### src/rtl/fir_sample_packer.sv
// Packs P_SAMPLES consecutive {ch1,ch0} beats into one wide FIR input word; 1-cycle latency.
// One assembly stage plus one output stage; s_tready drops only while a finished group waits.
module fir_sample_packer #(
  parameter int DATA_WIDTH = 16,
  parameter int CHANNELS   = 2,
  parameter int P_SAMPLES  = 8
) (
  input  logic                                     clk,
  input  logic                                     nrst,
  input  logic                                     s_tvalid,
  output logic                                     s_tready,
  input  logic [CHANNELS*DATA_WIDTH-1:0]           s_tdata,
  input  logic                                     s_tlast,
  output logic                                     m_tvalid,
  input  logic                                     m_tready,
  output logic [CHANNELS*P_SAMPLES*DATA_WIDTH-1:0] m_tdata,
  output logic                                     m_tlast,
  output logic [$clog2(P_SAMPLES+1)-1:0]           m_tcount
);

  localparam int OW    = CHANNELS * P_SAMPLES * DATA_WIDTH;
  localparam int TW    = $clog2(P_SAMPLES + 1);
  localparam int CNT_W = (P_SAMPLES > 1) ? $clog2(P_SAMPLES) : 1;

  logic [CNT_W-1:0] cnt_q, cnt_d;
  logic [OW-1:0]    asm_q, asm_d;
  logic             asm_last_q, asm_last_d;
  logic [TW-1:0]    asm_cnt_q, asm_cnt_d;
  logic             pending_q, pending_d;
  logic             rdy_q, rdy_d;
  logic             out_vld_q, out_vld_d;
  logic [OW-1:0]    out_dat_q, out_dat_d;
  logic             out_last_q, out_last_d;
  logic [TW-1:0]    out_cnt_q, out_cnt_d;

  logic             accept;
  logic             last_lane;
  logic             complete;
  logic             out_free;
  logic             release_pend;
  logic [TW-1:0]    fill_cnt;
  logic [OW-1:0]    asm_merged;

  assign accept       = s_tvalid && rdy_q;
  assign last_lane    = (cnt_q == CNT_W'(P_SAMPLES - 1));
  assign complete     = accept && (last_lane || s_tlast);
  assign out_free     = !out_vld_q || m_tready;
  assign release_pend = pending_q && out_free;
  assign fill_cnt     = TW'(cnt_q) + TW'(1);

  // Assembly contents with the current beat dropped into lane cnt_q of every channel.
  always_comb begin
    asm_merged = asm_q;
    for (int k = 0; k < P_SAMPLES; k++) begin
      if (cnt_q == CNT_W'(k)) begin
        for (int c = 0; c < CHANNELS; c++) begin
          asm_merged[c*P_SAMPLES*DATA_WIDTH + DATA_WIDTH*k +: DATA_WIDTH] =
            s_tdata[c*DATA_WIDTH +: DATA_WIDTH];
        end
      end
    end
  end

  always_comb begin
    cnt_d      = cnt_q;
    asm_d      = asm_q;
    asm_last_d = asm_last_q;
    asm_cnt_d  = asm_cnt_q;
    pending_d  = pending_q;
    out_vld_d  = out_vld_q;
    out_dat_d  = out_dat_q;
    out_last_d = out_last_q;
    out_cnt_d  = out_cnt_q;

    if (release_pend) begin
      out_vld_d  = 1'b1;
      out_dat_d  = asm_q;
      out_last_d = asm_last_q;
      out_cnt_d  = asm_cnt_q;
      pending_d  = 1'b0;
      asm_d      = '0;
      asm_last_d = 1'b0;
      asm_cnt_d  = '0;
    end else if (complete) begin
      cnt_d = '0;
      if (out_free) begin
        out_vld_d  = 1'b1;
        out_dat_d  = asm_merged;
        out_last_d = s_tlast;
        out_cnt_d  = fill_cnt;
        asm_d      = '0;
      end else begin
        pending_d  = 1'b1;
        asm_d      = asm_merged;
        asm_last_d = s_tlast;
        asm_cnt_d  = fill_cnt;
      end
    end else begin
      if (accept) begin
        asm_d = asm_merged;
        cnt_d = cnt_q + CNT_W'(1);
      end
      if (out_vld_q && m_tready) begin
        out_vld_d = 1'b0;
      end
    end

    // Ready returns one cycle after a pending group leaves, never on the release edge itself.
    rdy_d = !pending_d && !pending_q;
  end

  always_ff @(posedge clk or negedge nrst) begin
    if (!nrst) begin
      cnt_q      <= '0;
      asm_q      <= '0;
      asm_last_q <= 1'b0;
      asm_cnt_q  <= '0;
      pending_q  <= 1'b0;
      rdy_q      <= 1'b0;
      out_vld_q  <= 1'b0;
      out_dat_q  <= '0;
      out_last_q <= 1'b0;
      out_cnt_q  <= '0;
    end else begin
      cnt_q      <= cnt_d;
      asm_q      <= asm_d;
      asm_last_q <= asm_last_d;
      asm_cnt_q  <= asm_cnt_d;
      pending_q  <= pending_d;
      rdy_q      <= rdy_d;
      out_vld_q  <= out_vld_d;
      out_dat_q  <= out_dat_d;
      out_last_q <= out_last_d;
      out_cnt_q  <= out_cnt_d;
    end
  end

  assign s_tready = rdy_q;
  assign m_tvalid = out_vld_q;
  assign m_tdata  = out_dat_q;
  assign m_tlast  = out_last_q;
  assign m_tcount = out_cnt_q;

endmodule

### config.mk
export PLATFORM = sky130hd
export DESIGN_NAME = fir_sample_packer
export DESIGN_NICKNAME = d
export VERILOG_FILES = /design/src/rtl/fir_sample_packer.sv
export SDC_FILE = /design/constraint.sdc
export NUM_CORES = 1
export LEC_CHECK = 0
export BUFFER_PORTS_ARGS = -buffer_cell sky130_fd_sc_hd__buf_2
export CORE_ASPECT_RATIO = 1.2
export CORE_UTILIZATION = 58
export DETAILED_ROUTE_END_ITERATION = 10
export PLACE_DENSITY = 0.8
export SLEW_MARGIN = 20
export SYNTH_ARGS = -nofsm -noshare
export SYNTH_HDL_FRONTEND = slang
export SYNTH_SLANG_ARGS = --single-unit
### constraint.sdc
create_clock -name clk -period 3 [get_ports clk]
set_input_delay 0.6 -clock clk [delete_from_list [all_inputs] [get_ports clk]]
set_output_delay 0.6 -clock clk [all_outputs]
set_load 0.03 [all_outputs]
Yosys cells after proc, flatten, opt, wreduce, memory -nomap -nowiden
Cells that the tools add are included.
{ "totals": {"regBits": 528, "inputBits": 37} }
{ "op_classes": {"add_sub_neg": 2, "n_eq_ne": 9, "muxes": 44, "bitwise": 1, "reduce_logical": 20} }
{ "ops": {"columns": ["cell", "count"], "rows": [
  ["$mux W256", 7],
  ["$mux W16", 16],
  ["$mux W4", 6],
  ["$mux W1", 13],
  ["$eq A3 B3 Y1 const B", 4],
  ["$reduce_and A2 Y1", 4],
  ["$eq A3 B2 Y1 const B", 2],
  ["$mux W3", 2],
  ["$reduce_bool A2 Y1", 3],
  ["$reduce_bool A3 Y1", 2],
  ["$logic_and A1 B1 Y1", 5],
  ["$add A3 B1 Y4 const B", 1],
  ["$add A3 B1 Y3 const B", 1],
  ["$eq A3 B1 Y1 const B", 1],
  ["$logic_not A1 Y1", 3],
  ["$logic_not A3 Y1", 1],
  ["$ne A3 B1 Y1 const B", 1],
  ["$logic_or A1 B1 Y1", 2],
  ["$ne A2 B1 Y1 const B", 1],
  ["$not A1 Y1", 1]
]} }

Logic depth before layout (Yosys ltp)
Gate-level depths: netlist (run 1).
{ "logic_depth": {"depth_word": 7, "mapped_depth": 8} }

Least setup slack after synthesis (run 1)
No wires, ideal clock.
{ "synth_path": {"kind": "register to register", "start": "register cnt_q[0]", "end": "register out_dat_q[244] (netlist: m_tdata[244])", "setup_time_ns": 0.126, "t_arrival_ns": 2.019, "t_required_ns": 2.874, "setup_slack_ns": 0.855, "path_stages_with_launch": 9, "path_buffers": 2, "path_cell_list": "dfrtp_1 ha_1 ha_1 o211a_2 nand2_2 o21ai_1 buf_2 buf_2 a221o_1"} }
{ "synth_between": {"elab_chain_cells": 5} }
{ "synth_lines": {"columns": ["item", "line", "rtl"], "rows": [
  ["start: declaration", "25", "logic [CNT_W-1:0] cnt_q, cnt_d;"],
  ["start signal: assignment", "125", "cnt_q <= cnt_d;"],
  ["$eq A3 B3 Y1 *", "45, 55", null],
  ["$mux W16 or $logic_or A1 B1 Y1 (tied branches)", "55, 46", null],
  ["$mux W256 or $logic_and A1 B1 Y1 (tied branches)", "86, 46", null],
  ["$mux W256 or $reduce_bool A2 Y1 (tied branches)", null, null],
  ["$mux W256 or $reduce_and A2 Y1 (tied branches)", null, null],
  ["end signal: assignment", "132", "out_dat_q <= out_dat_d;"],
  ["end: declaration", "32", "logic [OW-1:0] out_dat_q, out_dat_d;"]
]} }
Mark *: on every way between the ends. The rest lies on a longest branch, timed or not. The select of a mux whose other input is x is not followed.
A chain may end at the register's enable or synchronous reset.

Worst setup path in the final report (run 1)
{ "layout_path": {"start": "register cnt_q[0]", "end": "register out_dat_q[34] (netlist: m_tdata[34])"} }
{ "layout_between": {"elab_chain_cells": 5} }
{ "layout_lines": {"columns": ["item", "line"], "rows": [
  ["$eq A3 B2 Y1 or $eq A3 B3 Y1 (tied branches)", "55, 45"],
  ["$mux W16 or $logic_or A1 B1 Y1 (tied branches)", "55, 46"],
  ["$mux W256 or $logic_and A1 B1 Y1 (tied branches)", "86, 46"],
  ["$mux W256 or $reduce_bool A2 Y1 (tied branches)", null],
  ["$mux W256 or $reduce_and A2 Y1 (tied branches)", null]
]} }
Parallel ways exist; a longest one is shown, timed or not. The select of a mux whose other input is x is not followed.

==> metrics.sh, run 1 <==
RUN_STATUS='finished clean'
POWER_SWITCHING_mW=8.61
CTS.CLK_SLEW.WORST_PATHS_PS=60
AREA_GROWTH_SYN_TO_LAYOUT_PCT=16.8
CLK_ROOT_BUFFER_CELL='sky130_fd_sc_hd__clkbuf_16'
POST-DP-HPWL_MM=46.3
SETUP_VIOL=0
DRT.ANTENNA.VIOLATING_NETS=0
FINAL_COUNT_OF_HOLD_TIMING_VIOLATIONS=0
LEADING_CELL_TYPE_IN_THE_LAYOUT_FILL_AND_TAPS_EXCLUDED='sky130_fd_sc_hd__dfrtp_1'
TIMING_MAX_TRANSITION_VIOLATIONS_FINAL=0
CRITPATHKIND='flip-flop to flip-flop'
CORE-AREA_UM2=38800
FINALCRITPERIODSHARE_PCT=89.6
FIN_SKEW_PS=17.9
WORST-SLEW-PIN-TRANSITION_PS=708
MAX_CAP_VIOLATIONS=0
POWER.SHARE.COMBINATIONAL_PCT=29.1
POWER_PER_CELL_AREA_nW_PER_UM2=870
GROUTE.USAGE.OVERALL_PCT=35.8
FIRST_PASS_DRT_ITERATIONS=6
POST-ROUTE-DRC-COUNT=0
CRITPATHCAPTURETYPE='flip-flop'
CRITICAL_PATH_PEAK_FANOUT=40
SYNTHFLOPTYPE='sky130_fd_sc_hd__dfrtp_1'
ANTENNA_FOUND_INITIAL=2
GRT_SETUP_UNREPAIRED='false'
YOSYS_WARNINGS=0
SYNTH.AVG_CELL_AREA_UM2=9.79
YOSYSUNIQUECELLTYPES=44
MAXSLEWHEADROOM_PCT=52.8
WORST_EP_REQUIRED_TIME_PS=3420
NUMCLOCKSINKS=528
P_INT_mW=14.6
IO-PIN-COUNT=300
LAYOUT.CELLS.MOST_COMMON_LIST='sky130_fd_sc_hd__dfrtp_1, sky130_fd_sc_hd__nand2_1, sky130_fd_sc_hd__a21oi_1, sky130_fd_sc_hd__buf_2, sky130_fd_sc_hd__o22ai_1'
NUMBER_OF_ENABLE_TYPE_REGISTER_CELLS_IN_THE_SYNTHESIZED_NETLIST=0
SWSHARE_PCT=37.0
DIEWIDTH_UM=183
INITIAL_CORE_UTIL_PCT=58.9
VIAS_PER_CELL=6.53
FINAL.SETUP.WORST_SLACK_PS=312
PLACEMENT.IO_BUFFERS=299
P_TOTAL_mW=23.2
FIN_CRIT_PS=2690
NETS=2592
CRITICAL_PATH_AT_PS=3110
MAX_FREQ_MHz=372
CTSLONGESTPATHBUFFERS=3
PRE_CTS_WS_PS=417
GR-TOTAL-OVERFLOW=0
PART_OF_THE_YOSYS_AREA_USED_FOR_SEQUENTIAL_ELEMENTS_PCT=57.8
GP_ROUTABILITY_CONGESTION=0.911
GLOBAL_ROUTE_WIRE_LENGTH_BEFORE_REPAIR_MM=111
WORST_SETUP_PATH_START_KIND='flip-flop'
SYNTHARSTFLOPSHARE_PCT=100
PIN_COUNT_OF_THE_BIGGEST_NET_ENTERING_GLOBAL_ROUTING=117
PWR-SHARE-SEQ_PCT=41.9
WORST_SKEW_PAIR.LATE_LATENCY_PS=580
DIE-AREA_UM2=40200
POST_ROUTE_CELLS_DRIVE_ABOVE_1_SHARE_PCT=20.0
DETAIL_ROUTE.WL_PER_CELL_UM=23.3
PWR-SHARE-CLK_PCT=29.0
GRT_PASS1_VIAS=19923
NUMBER_OF_SYNTHESIZED_REGISTER_BITS=528
VIAS=20339
TIMING.SETUP.TNS_PS=0
TRITONCTS.NUM_BUFFERS=50
TIMING.HOLD.WORST.CLASS='input port to flip-flop'
SYN-NUM-NETS=2381
CTS_TREE='yes'
DIEHEIGHT_UM=220
HTREE_LEVELS=2
LEAKAGE_nW=12.5
NETLIST_AREA_UM2=22900
DRTITER0DRC=2407
SYN-INSTANCE-COUNT=2336
VDD_DROP_MAX_uV=643
ROUTED_WIRELENGTH_MM=72.5
FLOORPLAN.ROWS=79
## cell usage after synthesis (all sizes together), types with 3 or more instances
cell,n,area [µm²]
a211oi,5,37.5
a21oi,327,1660
a221o,61,611
a32o,6,60.1
a32oi,3,26.3
and2,4,25.0
and3,62,388
buf,95,460
clkbuf,135,507
dfrtp,528,13200
ha,8,100
inv,3,11.3
mux2i,54,541
nand2,469,1760
nand2b,7,43.8
nand3,29,145
nand4,17,106
nor2,124,468
nor2b,3,18.8
nor3,4,25.0
o211ai,3,27.5
o21a,21,158
o21ai,60,300
o221a,22,248
o22a,20,175
o22ai,238,1490
o32a,21,210
## registers in the layout (all words and copies together), names as in the netlist
| signal | count |
|---|---|
| asm_q | 256 |
| m_tdata | 256 |
| asm_cnt_q | 4 |
| m_tcount | 4 |
| cnt_q | 3 |
| asm_last_q | 1 |
| m_tlast | 1 |
| m_tvalid | 1 |
| pending_q | 1 |
| s_tready | 1 |
## what timing repair did
item	CTS	global route
gates resized for setup	0	0
setup buffers	0	0
setup endpoints to repair	0	0
hold buffers	1	0
hold endpoints to repair	38	0
## critical path, stage by stage, from the launching register on
cell and delay (ps):
sky130_fd_sc_hd__dfrtp_1 440, sky130_fd_sc_hd__ha_1 270, sky130_fd_sc_hd__ha_1 310, sky130_fd_sc_hd__o211ai_2 270
sky130_fd_sc_hd__nor3_4 210, sky130_fd_sc_hd__buf_4 380, sky130_fd_sc_hd__buf_4 460, sky130_fd_sc_hd__a21oi_1 140
## power by group through the flow
stage	logic, mW	registers, mW	clock network [mW]
final	6.77	9.74	6.74
after global routing	7.21	9.85	7.06
after CTS	6.74	9.69	6.76
after detailed placement	6.71	9.79	0
after global placement	6.51	9.74	0
after floorplan	2.49	11.5	0
## stage by stage
stage / util [%] / hold WS, ps / instances / area, µm²
2_1_floorplan: - / 304 / 2336 / 22900
5_1_grt: 68.8 / 324 / 3114 / 26700
3_5_place_dp: 64.2 / 478 / 3020 / 24900
6_report: 68.8 / 306 / 3115 / 26700
4_1_cts: 68.8 / 291 / 3114 / 26700
3_3_place_gp: 64.2 / 469 / 3020 / 24900
## per-layer routing
metal | share of wire, % | global-route usage [%] | vias to the layer above
li1 | - | - | 8818
met5 | 0.012 | 0 | -
met2 | 48 | 57.2 | 1221
met3 | 9.5 | 6.13 | 247
met4 | 5.2 | 19.7 | 2
met1 | 37 | 46.8 | 10051
## cell families after synthesis
group	after synthesis	synth area share [%]
multiplexers	54	2.36
buffers and inverters	234	4.30
AND/OR/NAND/NOR	721	13.1
flip-flops	528	57.8
AO/OA/AOI/OAI	791	22.0
adder cells (fa/ha/maj)	8	0.438
## final cells by class
class / instances / area [µm²]
Clock buffer: 73 / 1550
Tap cell: 526 / 658
Sequential cell: 528 / 13200
Multi-Input combinational cell: 1574 / 8730
Antenna cell: 1 / 2.50
Fill cell: 2911 / 12100
Inverter: 4 / 15.0
Timing Repair Buffer: 389 / 2330
Clock inverter: 20 / 218
## path summary, 6_finish.rpt
kind,from,end,slack [ps],cells past startpoint
max in group asynchronous,nrst,asm_q[170],1460,3
setup reg to reg,cnt_q[0],m_tdata[34],310,7
hold reg to reg,asm_q[96],m_tdata[96],500,1
setup / recovery,cnt_q[0],m_tdata[34],310,7
min in group asynchronous,nrst,m_tdata[244],550,2
hold / removal,s_tlast,asm_last_q,310,3
(Power assumes the default switching activity.)
==> run 2: changes to the inputs <==
REMOVE_ABC_BUFFERS = 1   (was default)
==> metrics.sh, run 2 (same netlist as run 1, synthesis figures left out) <==
HTREE_LEVELS=2
POSTCTSSETUPREPAIRBUFS=0
CRITPATHCAPTURETYPE='flip-flop'
TRITONCTS.NUM_BUFFERS=50
GP_ROUTABILITY_CONGESTION=0.915
NETS=2581
CRITPATHKIND='flip-flop to flip-flop'
CORE-AREA_UM2=38800
FLOORPLAN.ROWS=79
POWER_SWITCHING_mW=8.53
AREA_GROWTH_SYN_TO_LAYOUT_PCT=16.4
CLK_ROOT_BUFFER_CELL='sky130_fd_sc_hd__clkbuf_16'
GRT_PASS1_VIAS=19684
GR-TOTAL-OVERFLOW=0
FIRST_PASS_DRT_ITERATIONS=6
GRT_SETUP_UNREPAIRED='false'
WORST-SLEW-PIN-TRANSITION_PS=713
POWER.SHARE.COMBINATIONAL_PCT=29.4
FIN_CRIT_PS=2700
FINAL_UTIL_PCT=68.5
VDD_DROP_MAX_uV=579
ANTENNA_FOUND_INITIAL=0
DIEHEIGHT_UM=220
PIN_COUNT_OF_THE_BIGGEST_NET_ENTERING_GLOBAL_ROUTING=93
ANTENNADIODECOUNT=0
FIN_SKEW_PS=24.3
CRITICAL_PATH_PEAK_FANOUT=87
P_INT_mW=14.5
GLOBAL_ROUTE_WIRE_LENGTH_BEFORE_REPAIR_MM=110
RUN_STATUS='finished clean'
PLACEMENT.IO_BUFFERS=299
IO-PIN-COUNT=300
NUMCLOCKSINKS=528
SWSHARE_PCT=37.0
FINAL_COUNT_OF_HOLD_TIMING_VIOLATIONS=0
POST-ROUTE-DRC-COUNT=0
DIE-AREA_UM2=40200
WORST_SETUP_PATH_START_KIND='flip-flop'
POST_ROUTE_CELLS_DRIVE_ABOVE_1_SHARE_PCT=19.3
PWR-SHARE-SEQ_PCT=42.0
ROUTED_WIRELENGTH_MM=71.2
MAX_FREQ_MHz=371
DRTITER0DRC=2251
GROUTE.USAGE.OVERALL_PCT=35.3
DETAIL_ROUTE.WL_PER_CELL_UM=23.0
CTS_TREE='yes'
FIN_WORST_HOLD_SLACK_PS=16.4
MAXSLEWHEADROOM_PCT=52.4
LEAKAGE_nW=12.5
MAX_CAP_VIOLATIONS=0
SETUP_VIOL=0
POST_CTS_RESIZE_COUNT=0
LAYOUT.CELLS.MOST_COMMON_LIST='sky130_fd_sc_hd__dfrtp_1, sky130_fd_sc_hd__nand2_1, sky130_fd_sc_hd__a21oi_1, sky130_fd_sc_hd__buf_2, sky130_fd_sc_hd__o22ai_1'
CTSLONGESTPATHBUFFERS=3
VIAS_PER_CELL=6.56
DRT.ANTENNA.VIOLATING_NETS=0
DIEWIDTH_UM=183
PWR-SHARE-CLK_PCT=28.6
VIAS=20347
FINALCRITPERIODSHARE_PCT=89.9
CRITICAL_PATH_AT_PS=3150
WORST_SKEW_PAIR.LATE_LATENCY_PS=590
LEADING_CELL_TYPE_IN_THE_LAYOUT_FILL_AND_TAPS_EXCLUDED='sky130_fd_sc_hd__dfrtp_1'
POST-DP-HPWL_MM=43.9
WORST_EP_REQUIRED_TIME_PS=3460
POWER_PER_CELL_AREA_nW_PER_UM2=867
CTS.CLK_SLEW.WORST_PATHS_PS=70
TIMING_MAX_TRANSITION_VIOLATIONS_FINAL=0
CTSHOLDBUFFERS=0
INITIAL_CORE_UTIL_PCT=58.9
TIMING.HOLD.WORST.CLASS='input port to async pin'
==> run 2: final cells by class <==
type                    instances  area, µm²
clock buffers                  75       1490
clock inverters                15        215
fillers                      2877      12200
inverters                       4       15.0
multi-input cells            1574       8720
flip-flops and latches        528      13200
well taps                     526        658
repair buffers                378       2300
==> run 2: worst max-delay path, stage by stage (launching register included) <==
cell and delay (ps):
sky130_fd_sc_hd__dfrtp_1 460, sky130_fd_sc_hd__ha_1 290, sky130_fd_sc_hd__ha_1 310, sky130_fd_sc_hd__o211ai_2 250, sky130_fd_sc_hd__nor3_4 280, sky130_fd_sc_hd__buf_12 330, sky130_fd_sc_hd__nand2_1 90, sky130_fd_sc_hd__buf_4 230
sky130_fd_sc_hd__o221a_2 280
==> run 2: metrics by stage <==
step                instance area (µm²)  TNS (ps)  power, mW  setup slack, ps  instances
floorplan                         21900  -1551430       13.9            -3770       2106
global placement                  24900         0       16.2              483       3010
detailed placement                24900         0       16.5              381       3010
CTS                               26600         0       23.0              340       3100
global route                      26600         0       24.0              105       3100
finish                            26600         0       23.1              302       3100
==> run 2: power groups by stage <==
stage	clock, mW	combinational, mW	sequential (mW)
2_1_floorplan	0	2.35	11.5
3_3_place_gp	0	6.54	9.69
3_5_place_dp	0	6.73	9.74
4_1_cts	6.63	6.76	9.64
5_1_grt	6.91	7.24	9.81
6_report	6.61	6.78	9.69
==> run 2: path summary, 6_finish.rpt <==
kind                                  from           end  slack [ps]  cells after the start
worst max-delay path              cnt_q[0]  m_tdata[150]         300                      8
worst min-delay path                  nrst  m_tdata[138]          20                      1
worst max register to register    cnt_q[0]  m_tdata[150]         300                      8
worst min register to register  asm_q[236]  m_tdata[236]         490                      1
max in group asynchronous             nrst  m_tdata[186]        2040                      2
min in group clk                   s_tlast    asm_last_q         350                      3
==> run 2: per-layer routing <==
layer / vias up / GRT usage (%) / part of all wire [%]
li1: 8779 / - / -
met2: 1203 / 56.2 / 47
met4: 0 / 19.9 / 5.7
met3: 242 / 6.48 / 9.3
met1: 10123 / 46.0 / 38
met5: - / 0 / 0
==> run 3: changes to the inputs <==
clock period = 2.5 ns   (was 3 ns; I/O delays follow)
==> metrics.sh, run 3 (same netlist as run 1, synthesis figures left out) <==
RUN_STATUS='finished clean'
VIAS_PER_CELL=6.52
FIN_SKEW_PS=17.8
NETS=2621
MAXSLEWHEADROOM_PCT=62.0
VIAS=20476
ANTENNADIODECOUNT=0
GRT_SETUP_UNREPAIRED='false'
GRT_PASS1_VIAS=20081
DIE-AREA_UM2=40200
VDD_DROP_MAX_uV=642
LAYOUT.CELLS.MOST_COMMON_LIST='sky130_fd_sc_hd__dfrtp_1, sky130_fd_sc_hd__nand2_1, sky130_fd_sc_hd__a21oi_1, sky130_fd_sc_hd__buf_2, sky130_fd_sc_hd__o22ai_1'
CTSLONGESTPATHBUFFERS=3
CTS.CLK_SLEW.WORST_PATHS_PS=60
FINAL_COUNT_OF_HOLD_TIMING_VIOLATIONS=0
M1WIRELENGTH_MM=26.4
POST-ROUTE-DRC-COUNT=0
POST-DP-HPWL_MM=45.7
CRITICAL_PATH_AT_PS=2890
LEADING_CELL_TYPE_IN_THE_LAYOUT_FILL_AND_TAPS_EXCLUDED='sky130_fd_sc_hd__dfrtp_1'
WORST_SKEW_PAIR.LATE_LATENCY_PS=580
DETAILED_PLACE.AREA_UM2=25400
ANTENNA_FOUND_INITIAL=0
CLK_ROOT_BUFFER_CELL='sky130_fd_sc_hd__clkbuf_16'
GP_ROUTABILITY_CONGESTION=0.900
DIEWIDTH_UM=183
COUNT_OF_NON_FILLER_CELLS_IN_THE_FINISHED_LAYOUT=3139
DETAILROUTE.WIRELENGTH.MET2_MM=34.6
DRT.ANTENNA.VIOLATING_NETS=0
PLACEMENT.IO_BUFFERS=299
ROUTED_WIRELENGTH_MM=73.0
SETUP_VIOL=0
GR-TOTAL-OVERFLOW=0
INITIAL_CORE_UTIL_PCT=58.9
MET3ROUTEDLENGTH_MM=7.73
GROUTE.USAGE.OVERALL_PCT=37.0
FLOORPLAN.ROWS=79
FIN_CRIT_PS=2390
WORST_EP_REQUIRED_TIME_PS=2990
CRITPATHKIND='flip-flop to flip-flop'
TRITONCTS.NUM_BUFFERS=49
STDCELL_AREA_UM2=27100
PIN_COUNT_OF_THE_BIGGEST_NET_ENTERING_GLOBAL_ROUTING=89
P_TOTAL_mW=28.0
POSTCTSSETUPREPAIRBUFS=0
WORST-SLEW-PIN-TRANSITION_PS=569
DRTITER0DRC=2108
PLACE.DETAILED.INSTANCES=3050
POWER_PER_CELL_AREA_nW_PER_UM2=1030
AREA_GROWTH_SYN_TO_LAYOUT_PCT=18.6
POST_ROUTE_CELLS_DRIVE_ABOVE_1_SHARE_PCT=20.7
TIMING_MAX_TRANSITION_VIOLATIONS_FINAL=0
GLOBAL_ROUTE_WIRE_LENGTH_BEFORE_REPAIR_MM=114
CORE-AREA_UM2=38800
TIMING.HOLD.WORST.CLASS='input port to flip-flop'
IO-PIN-COUNT=300
MAX_CAP_VIOLATIONS=0
CRITPATHCAPTURETYPE='flip-flop'
DIEHEIGHT_UM=220
FIRST_PASS_DRT_ITERATIONS=6
HTREE_LEVELS=2
TIMING.SETUP.TNS_PS=0
NUMCLOCKSINKS=528
MAX_FREQ_MHz=418
FINALCRITPERIODSHARE_PCT=95.8
CRITICAL_PATH_PEAK_FANOUT=47
HIGHEST_LAYER='met4'
WORST_SETUP_PATH_START_KIND='flip-flop'
LEAKAGE_nW=12.7
DETAIL_ROUTE.WL_PER_CELL_UM=23.2
CTS_TREE='yes'
## run 3: changes by cell type in the layout (fill, tap and decap cells not counted)
cell and change:
sky130_fd_sc_hd__o211a_2 -1, sky130_fd_sc_hd__ha_1 -1, sky130_fd_sc_hd__buf_6 +2, sky130_fd_sc_hd__ha_2 +1, sky130_fd_sc_hd__o211a_4 +1, sky130_fd_sc_hd__bufinv_16 +1, sky130_fd_sc_hd__buf_4 +25, sky130_fd_sc_hd__clkbuf_1 -6
sky130_fd_sc_hd__dlygate4sd3_1 +1, sky130_fd_sc_hd__clkinv_2 +3, sky130_fd_sc_hd__buf_12 +13
## run 3: worst max-delay path: stages (launching register included)
cell and delay [ps]:
sky130_fd_sc_hd__dfrtp_1 410, sky130_fd_sc_hd__ha_1 280, sky130_fd_sc_hd__ha_2 310, sky130_fd_sc_hd__o211ai_2 170, sky130_fd_sc_hd__a21oi_4 310, sky130_fd_sc_hd__buf_12 270
sky130_fd_sc_hd__buf_12 250, sky130_fd_sc_hd__o22ai_1 130, sky130_fd_sc_hd__nor2_1 140
## run 3: repair_timing
item                                    in CTS  in global routing
hold buffers                                 1                  0
gates resized for setup                      1                  7
pin swaps                                    0                  1
hold endpoints to repair                    43                  0
endpoints found under the setup margin      46                167
## run 3: area by class of cell
cell class | count | area [µm²]
tap | 526 | 658
inverter | 4 | 15.0
clock buffer | 69 | 1460
clock inverter | 19 | 260
sequential | 528 | 13200
multi-input combinational | 1574 | 8730
timing repair buffer | 419 | 2780
fill | 2808 | 11700
## run 3: metrics by stage
step | setup WS, ps | hold slack (ps) | util, %
after global placement | 53.6 | 442 | 65.3
after floorplan | -4230 | 204 | -
after detailed placement | -148 | 445 | 65.3
after CTS | 11.1 | 223 | 69.8
after global routing | 3.19 | 243 | 69.8
final | 106 | 245 | 69.8
## run 3: routing by layer
metal / track usage [%] / up-vias
met5: 0 / -
met1: 47.5 / 10014
li1: - / 8870
met4: 20.3 / 0
met3: 7.59 / 259
met2: 59.1 / 1333
## run 3: worst paths after layout
kind / start / to / slack [ps] / cells past startpoint
worst min-delay path: s_tlast / asm_last_q / 240 / 3
worst max register to register: cnt_q[1] / m_tdata[173] / 110 / 8
min in group asynchronous: nrst / m_tdata[0] / 430 / 2
worst max-delay path: cnt_q[1] / m_tdata[173] / 110 / 8
worst min register to register: asm_q[225] / m_tdata[225] / 490 / 1
max in group asynchronous: nrst / m_tdata[20] / 1130 / 4
## run 3: power by group
group | leakage [nW] | internal, mW | switching (mW) | total (mW)
clock | 0.847 | 4.70 | 3.33 | 8.03
combinational | 5.03 | 2.66 | 5.68 | 8.34
sequential | 6.86 | 10.3 | 1.31 | 11.6
total | 12.7 | 17.7 | 10.3 | 28.0
